### src/rtl/loongarch_pkg.sv
// Shared LoongArch pipeline types: load-type encodings, widths and the MEM->WB payload.
// WB_DEBUG_TRACE_EN adds the retired PC to the latched payload.
package loongarch_pkg;

    localparam int unsigned DATA_W    = 32;
    localparam int unsigned GR_W      = 5;
    localparam int unsigned LD_TYPE_W = 3;

    localparam logic [LD_TYPE_W-1:0] LD_W  = 3'd0;
    localparam logic [LD_TYPE_W-1:0] LD_B  = 3'd1;
    localparam logic [LD_TYPE_W-1:0] LD_H  = 3'd2;
    localparam logic [LD_TYPE_W-1:0] LD_BU = 3'd3;
    localparam logic [LD_TYPE_W-1:0] LD_HU = 3'd4;

    typedef struct packed {
`ifdef WB_DEBUG_TRACE_EN
        logic [DATA_W-1:0]    pc;
`endif
        logic                 gr_we;
        logic [GR_W-1:0]      dest;
        logic                 res_from_mem;
        logic [LD_TYPE_W-1:0] ld_type;
        logic [DATA_W-1:0]    result;
    } ms_to_ws_t;

endpackage

### src/rtl/load_align.sv
// Load data extraction: picks byte/halfword from the aligned bus word and extends it.
module load_align
    import loongarch_pkg::*;
(
    input  logic [LD_TYPE_W-1:0] ld_type,
    input  logic [1:0]           off,
    input  logic [DATA_W-1:0]    rdata,
    output logic [DATA_W-1:0]    value_c
);

    logic [7:0]  byte_sel;
    logic [15:0] half_sel;

    always_comb begin
        byte_sel = rdata[7:0];
        case (off)
            2'd0: byte_sel = rdata[7:0];
            2'd1: byte_sel = rdata[15:8];
            2'd2: byte_sel = rdata[23:16];
            2'd3: byte_sel = rdata[31:24];
            default: byte_sel = rdata[7:0];
        endcase
        // off[0] is deliberately ignored: misaligned halfwords trap before WB
        half_sel = off[1] ? rdata[31:16] : rdata[15:0];
    end

    always_comb begin
        value_c = rdata;
        case (ld_type)
            LD_B:    value_c = {{24{byte_sel[7]}}, byte_sel};
            LD_BU:   value_c = {24'd0, byte_sel};
            LD_H:    value_c = {{16{half_sel[15]}}, half_sel};
            LD_HU:   value_c = {16'd0, half_sel};
            default: value_c = rdata;
        endcase
    end

endmodule

### src/rtl/wb_stage.sv
// Write-back stage: holds one instruction from MEM, waits for load data, drives GR write and forwarding.
// WB_DEBUG_TRACE_EN adds the debug_wb_* retirement trace ports.
module wb_stage
    import loongarch_pkg::*;
#(
    parameter int unsigned DATA_W = 32,
    parameter int unsigned ADDR_W = 5
) (
    input  logic              clk,
    input  logic              reset,

    input  logic              ms_to_ws_valid,
    output logic              ws_allowin,
    input  logic [31:0]       ms_pc,
    input  logic              ms_gr_we,
    input  logic [ADDR_W-1:0] ms_dest,
    input  logic              ms_res_from_mem,
    input  logic [2:0]        ms_ld_type,
    input  logic [DATA_W-1:0] ms_result,

    input  logic              data_rvalid,
    input  logic [DATA_W-1:0] data_rdata,

    output logic              rf_we,
    output logic [ADDR_W-1:0] rf_waddr,
    output logic [DATA_W-1:0] rf_wdata,

    output logic              ws_fwd_valid,
    output logic [ADDR_W-1:0] ws_fwd_dest,
    output logic [DATA_W-1:0] ws_fwd_data,
    output logic              ws_fwd_block
`ifdef WB_DEBUG_TRACE_EN
    ,
    output logic [31:0]       debug_wb_pc,
    output logic [3:0]        debug_wb_rf_we,
    output logic [4:0]        debug_wb_rf_wnum,
    output logic [31:0]       debug_wb_rf_wdata
`endif
);

    logic              ws_valid_q, ws_valid_d;
    ms_to_ws_t         ws_q, ws_d;
    logic              ws_ready_go;
    logic              retire_c;
    logic              dest_nz;
    logic [DATA_W-1:0] load_data_c;

    assign ws_ready_go = !ws_q.res_from_mem || data_rvalid;
    assign ws_allowin  = !ws_valid_q || ws_ready_go;
    assign retire_c    = ws_valid_q && ws_ready_go;
    assign dest_nz     = (ws_q.dest != '0);

    // Accept/retire bookkeeping; accept and retire may coincide on one edge
    always_comb begin
        ws_valid_d = ws_valid_q;
        ws_d       = ws_q;
        if (ws_allowin) begin
            ws_valid_d = ms_to_ws_valid;
            if (ms_to_ws_valid) begin
`ifdef WB_DEBUG_TRACE_EN
                ws_d.pc       = ms_pc;
`endif
                ws_d.gr_we        = ms_gr_we;
                ws_d.dest         = GR_W'(ms_dest);
                ws_d.res_from_mem = ms_res_from_mem;
                ws_d.ld_type      = LD_TYPE_W'(ms_ld_type);
                ws_d.result       = ms_result;
            end
        end
    end

    always_ff @(posedge clk or negedge reset) begin
        if (!reset) begin
            ws_valid_q <= 1'b0;
            ws_q       <= '0;
        end else begin
            ws_valid_q <= ws_valid_d;
            ws_q       <= ws_d;
        end
    end

    load_align u_load_align (
        .ld_type (ws_q.ld_type),
        .off     (ws_q.result[1:0]),
        .rdata   (data_rdata),
        .value_c (load_data_c)
    );

    always_comb begin
        rf_we        = retire_c && ws_q.gr_we && dest_nz;
        rf_waddr     = ADDR_W'(ws_q.dest);
        rf_wdata     = ws_q.res_from_mem ? load_data_c : ws_q.result;
        ws_fwd_valid = rf_we;
        ws_fwd_dest  = ADDR_W'(ws_q.dest);
        ws_fwd_data  = rf_wdata;
        // a load still waiting on the bus must stall any dependent reader in ID
        ws_fwd_block = ws_valid_q && ws_q.res_from_mem && !data_rvalid
                       && ws_q.gr_we && dest_nz;
    end

`ifdef WB_DEBUG_TRACE_EN
    always_comb begin
        debug_wb_pc       = retire_c ? ws_q.pc : 32'd0;
        debug_wb_rf_we    = {4{rf_we}};
        debug_wb_rf_wnum  = retire_c ? 5'(ws_q.dest) : 5'd0;
        debug_wb_rf_wdata = retire_c ? 32'(rf_wdata) : 32'd0;
    end
`else
    logic unused_pc;
    assign unused_pc = ^ms_pc;
`endif

endmodule
### config.mk
export PLATFORM = sky130hd
export DESIGN_NAME = wb_stage
export DESIGN_NICKNAME = d
export VERILOG_FILES = /design/src/rtl/loongarch_pkg.sv /design/src/rtl/load_align.sv /design/src/rtl/wb_stage.sv
export SDC_FILE = /design/constraint.sdc
export NUM_CORES = 1
export LEC_CHECK = 0
export CAP_MARGIN = 20
export CORE_UTILIZATION = 44
export DETAILED_ROUTE_END_ITERATION = 12
export PLACE_DENSITY = 0.82
export SLEW_MARGIN = 5
export SYNTH_ARGS = -nofsm -noshare
export SYNTH_HDL_FRONTEND = slang
export SYNTH_HIERARCHICAL = 1
export SYNTH_SLANG_ARGS = --single-unit
### constraint.sdc
create_clock -name clk -period 2.4 [get_ports clk]
set_clock_uncertainty 0.15 [all_clocks]
set_input_delay 0.24 -clock clk [delete_from_list [all_inputs] [get_ports clk]]
set_output_delay 0.24 -clock clk [all_outputs]
set_load 0.01 [all_outputs]
Word-level counts from Yosys, hierarchy flattened. Cells that the tools add are included. Widths: inputs -> output; s select.

Flip-flop bits (word level): 43. Input port bits: 110. Output and inout bits: 78. Logic and storage cells: 32.

Equal/unequal tests: 7. Multiplexer cells: 4. Reductions and logical operators: 15.

Operator list (count): $pmux 32 s4 (1); $mux 32 (1); $pmux 8 s4 (1); $mux 16 (1); $logic_and 1x1->1 (7); $eq 3x2->1 const B (2); $reduce_bool 5->1 (1); $eq 2x2->1 const B (2); $eq 3x1->1 const B (1); $eq 3x3->1 const B (1); $logic_not 1->1 (3); $eq 2x1->1 const B (1); $logic_not 2->1 (1); $logic_or 1x1->1 (2); $reduce_and 2->1 (1).

Longest topological paths before layout.
Word-level depth: 5. Gate-level depth with buffers: 8. Mapped depth without buffers: 4.

By module. Netlist, hierarchy kept.

Modules (own cells, without submodules): wb_stage (times used 1, cells an instance 324, area each 3306.9 um^2, sequential area each 1076.0 um^2); load_align (times used 1, cells an instance 151, area each 1188.6 um^2, sequential area each 0.0 um^2).

Worst setup path before layout. OpenSTA, ideal clock, no wires.

Path kind: flip-flop to output port. Start point: reg ws_q[1] (netlist bit). End point: out ws_fwd_data[10]. Data arrival time: 1.871 ns. Required time: 2.010 ns. Setup slack: 0.139 ns. Stages on the path, launching flop included: 8. Path buffers: 3. Cell sequence: dfrtp_1 -> buf_6 -> mux4_2 -> nand3_4 -> buf_12 -> o221ai_1 -> mux2_2 -> buf_4.

Word-level cells in the longest chain between the ends: 4. Elaborated cells between the ends (all ways): 8. Classes of those cells: eq/ne (3); mux (4); reduce/logical (1).

Ends and longest elaborated chain: start, declared (line wb_stage.sv:42) `ms_to_ws_t ws_q, ws_d;`; start signal, assigned (line wb_stage.sv:78) `ws_q <= ws_d;`; $eq 2x2->1 (tied with other cells) (line load_align.sv:16) `case (off)`; $pmux 8 s4 (line load_align.sv:16); $pmux 32 s4 * (line load_align.sv:29) `case (ld_type)`; named net load_data_c[10] (line wb_stage.sv:46) `logic [DATA_W-1:0] load_data_c;`; $mux 32 * (line wb_stage.sv:92) `rf_wdata = ws_q.res_from_mem ? load_data_c : ws_q.result;`; end, declared (line wb_stage.sv:30) `output logic [DATA_W-1:0] ws_fwd_data,`.

Mark *: on every way through the listed nets, which the timed path passes. The rest lies on a longest branch.

Final worst setup path.
Start point: reg ws_q[1] (netlist bit). End point: out rf_wdata[25].

Word-level cells in the longest chain between the ends: 4. Elaborated cells between the ends (all ways): 8. Classes of those cells: eq/ne (3); mux (4); reduce/logical (1).

Ends and longest elaborated chain: $eq 2x2->1 (tied with other cells) (line load_align.sv:16); $pmux 8 s4 (line load_align.sv:16); $pmux 32 s4 * (line load_align.sv:29); named net load_data_c[25] (line wb_stage.sv:46); $mux 32 * (line wb_stage.sv:92); end, declared (line wb_stage.sv:26) `output logic [DATA_W-1:0] rf_wdata,`.

Marked as above.

==> impl_summary.md <==
Synthesis
Synthesis produced a netlist whose cell count is 475. Averaged over all synthesized cells, the footprint is between 9 and 10 um^2. The register area share after synthesis is 0.239. Counting flops and latches in the post-synthesis netlist gives 43. Synthesis instantiated 48 different standard cells from the library.

Counting every net in the synthesized netlist gives ~590. The area of the mapped netlist is between 0.004 and 0.005 mm^2. The number of synthesis warnings is 6.

Placed design
The wire-length estimate of the detail-placed layout is 10.1 mm. The congestion estimate from routability-driven global placement came to 0.981. The minimum setup slack after placement is -0.467 ns. Buffers placed on the I/O ports in this run total roughly 160.

Global route
The global-route wire length before repair is 24.2 mm. The initial antenna violation count is 0. The via count of the first global-routing pass came to ~4,600.

The global-route usage over all layers is 0.300. The largest net degree at the start of global routing is 85. After global routing the overflow that remains totals 0.

Power and ir drop
The part of the total power dissipated in the clock network is 0.137. Of the total power, combinational logic draws 0.646. The switching power as a share of total power is 0.383. The leakage dissipation is around 3.0 nW. Power spread over the standard cell area amounts to 654 mW/mm^2. The peak supply drop is about 0.42 mV. The relative contribution of sequential cells to total power is 0.217. The internal power contribution is 2.78 mW. The switching power is around 1.7 mW.

The total chip power is about 4.5 mW.

Layout
0 antenna diodes ended up in the layout. The synthesis-to-finish area growth is 52.9%. Of the cells placed in the final design, the portion with a size suffix greater than 1 is 0.459. The library cells used most frequently in the layout, excluding fill and tap cells, are 89 x sky130_fd_sc_hd__clkdlybuf4s50_1, 67 x sky130_fd_sc_hd__buf_6, 63 x sky130_fd_sc_hd__buf_4.

The post-layout net count is 739. The most common library cell in the layout ignoring fill and taps is sky130_fd_sc_hd__clkdlybuf4s50_1. The total of fill cells in the finished design is 718.

Timing
The transition at the pin with the smallest max-transition slack is approximately 0.7 ns. Headroom to the max-slew limit came out at 0.535. Setup violations remaining at the end of the flow were counted as 64. Setup repair after global routing could not meet its margin everywhere. The final number of hold-violating endpoints is 0. The tightest hold path in the finished design has a slack of ~0.24 ns. The final number of max-transition violations is 0.

The worst setup slack after layout is -0.315 ns. In the final timing run, aggregate negative setup slack is -15.98 ns. Dividing the final minimum period by the clock period gives 1.13. The routed design could run at a clock period as short as 2.71 ns. The maximum frequency from static timing analysis is around 0.37 GHz.

Critical path
The setup path with the least slack is of type flip-flop to primary output. At the worst endpoint, the arrival time is 2.32 ns. The type of origin of the critical path is a flip-flop. The highest fanout seen on the critical path is 6. The required arrival time at the worst endpoint is around 2 ns.

The element type at the critical path end is a primary output.

Clock network
The number of buffers on the longest clock path is 2. CTS saw 43 sinks. The depth of the CTS H-tree is 2. The clock transition at the registers of the reported paths is around 0.090 ns. The CTS tree is yes. The CTS buffer count is 5.

The root buffer cell is sky130_fd_sc_hd__clkbuf_8. The insertion delay of the later-clocked pin in the worst-skew pair is just over 0.3 ns.

Die
The core region is slightly below 0.01 mm^2. For this configuration, the core starts out at a cell density of 0.458. The width of the die is a little over 100 um.

During I/O placement, the number of pins put on the boundary was approximately 190. The die covers roughly 0.011 mm^2. The floorplan row count is 36. The height of the die is between 100 and 150 um.

Outcome
The flow ran to the end, but the final reports show violations. The checks that failed: setup timing.

Drt
After detailed routing, the number of remaining DRC violations is 0. Once detail routing completed, the nets flagged for antenna violations numbered 0. Dividing the detail-routed via count by the number of cells gives between 6 and 7. The routed layout has 4,723 vias. The pre-antenna-repair detailed-routing pass consisted of 5 iterations.

After detailed routing, the total wire length is ~16 mm. The starting DRC count in detailed routing is around 300. After detailed routing, the average wire length per cell comes to ~21 um.

Min path
The tightest min-delay check is of the input pin to asynchronous set/reset pin type.

Run
The number of max-capacitance violations reported is 0.
==> synthesized netlist by cell type, drive strengths merged <==
cell type	number	area share
a2111oi	7	0.015
a211oi	2	0.0033
a21boi	7	0.012
a21oi	2	0.0022
a221o	6	0.013
a22oi	1	0.0017
a31o	1	0.0019
a32oi	6	0.012
and2	10	0.014
and2b	1	0.0017
and3b	1	0.0019
and4b	7	0.016
buf	83	0.14
clkbuf	12	0.010
dfrtp	43	0.24
inv	4	0.0033
mux2	32	0.080
mux2i	1	0.0022
mux4	8	0.040
nand2	47	0.039
nand2b	43	0.060
nand3	18	0.023
nand4	2	0.0028
nand4b	42	0.082
nor2	2	0.0017
nor2b	9	0.013
nor3	1	0.0011
nor3b	1	0.0017
nor4	1	0.0014
nor4b	1	0.0019
nor4bb	3	0.0067
o211ai	42	0.12
o21a	1	0.0017
o21ai	18	0.020
o221ai	7	0.015
o311ai	1	0.0019
or3b	1	0.0019
xor2	1	0.0019
==> per-layer routing <==
metal,routed length [um],track usage,share of wire,up-vias
li1,-,-,-,2048
met1,6080,0.370,0.38,2279
met2,7680,0.491,0.48,314
met3,1430,0.0631,0.089,82
met4,832,0.158,0.052,0
met5,0,0,0,-
==> area by class of cell <==
cell class                      count  area, um^2  share of cell area
Multi-Input combinational cell    336        3160               0.459
Timing Repair Buffer              239        2340               0.340
Sequential cell                    43        1080               0.158
Tap cell                          133         166              0.0242
Clock buffer                        6        82.6              0.0120
Clock inverter                      2        35.0             0.00510
Inverter                            4        15.0             0.00218
==> path summary, 6_finish.rpt <==
path	start	endpoint	slack, ns	cells past startpoint
hold / removal	reset	ws_q[22]	0.24	2
hold reg to reg	ws_q[26]	ws_q[26]	0.38	2
setup reg to reg	ws_q[35]	ws_q[22]	0.45	4
max in group asynchronous	reset	ws_q[0]	1.10	3
min in group clk	ms_to_ws_valid	rf_waddr[2]	0.30	4
setup / recovery	ws_q[1]	rf_wdata[25]	-0.31	7
==> flip-flops by register name, summed over array words and instances, names as in the netlist <==
signal	cells
rf_waddr	5
ws_q	37
ws_valid_q	1
==> critical path: stages, from the launching register on <==
cell	delay [ns]
sky130_fd_sc_hd__dfrtp_1	0.41
sky130_fd_sc_hd__buf_6	0.15
sky130_fd_sc_hd__mux4_2	0.62
sky130_fd_sc_hd__buf_6	0.18
sky130_fd_sc_hd__nand3_4	0.11
sky130_fd_sc_hd__nand3_2	0.12
sky130_fd_sc_hd__mux2_4	0.30
sky130_fd_sc_hd__buf_6	0.13
==> stage by stage <==
step	util	instances	cell area [um^2]
finish	0.700	763	6880
global route	0.700	763	6880
CTS	0.684	754	6720
detailed placement	0.617	728	6060
global placement	0.617	728	6060
floorplan	-	475	4500
==> cell families after synthesis <==
logic type | Yosys count | share of synthesized area
DFF | 43 | 0.239
buffers and inverters | 99 | 0.152
AOI/OAI and AO/OA | 101 | 0.215
and+or+nand+nor | 190 | 0.269
xor gates and xnor gates | 1 | 0.00195
muxes | 41 | 0.122
==> what timing repair did <==
action,4_1_cts,5_1_grt
endpoints found under the setup margin,66,67
gates cloned,4,0
hold buffers,1,0
pin swaps,20,7
setup buffers,13,10
endpoints found under the hold margin,17,0
gates resized for setup,398,22
==> power groups by stage <==
| stage | clock, mW | sequential (mW) | combinational (mW) |
|---|---|---|---|
| 2_1_floorplan | 0 | 0.925 | 1.49 |
| 3_3_place_gp | 0 | 0.970 | 2.32 |
| 3_5_place_dp | 0 | 0.981 | 2.37 |
| 4_1_cts | 0.616 | 0.975 | 2.74 |
| 5_1_grt | 0.658 | 0.993 | 3.06 |
| 6_report | 0.618 | 0.976 | 2.91 |
Power figures use the tool's default switching activity.
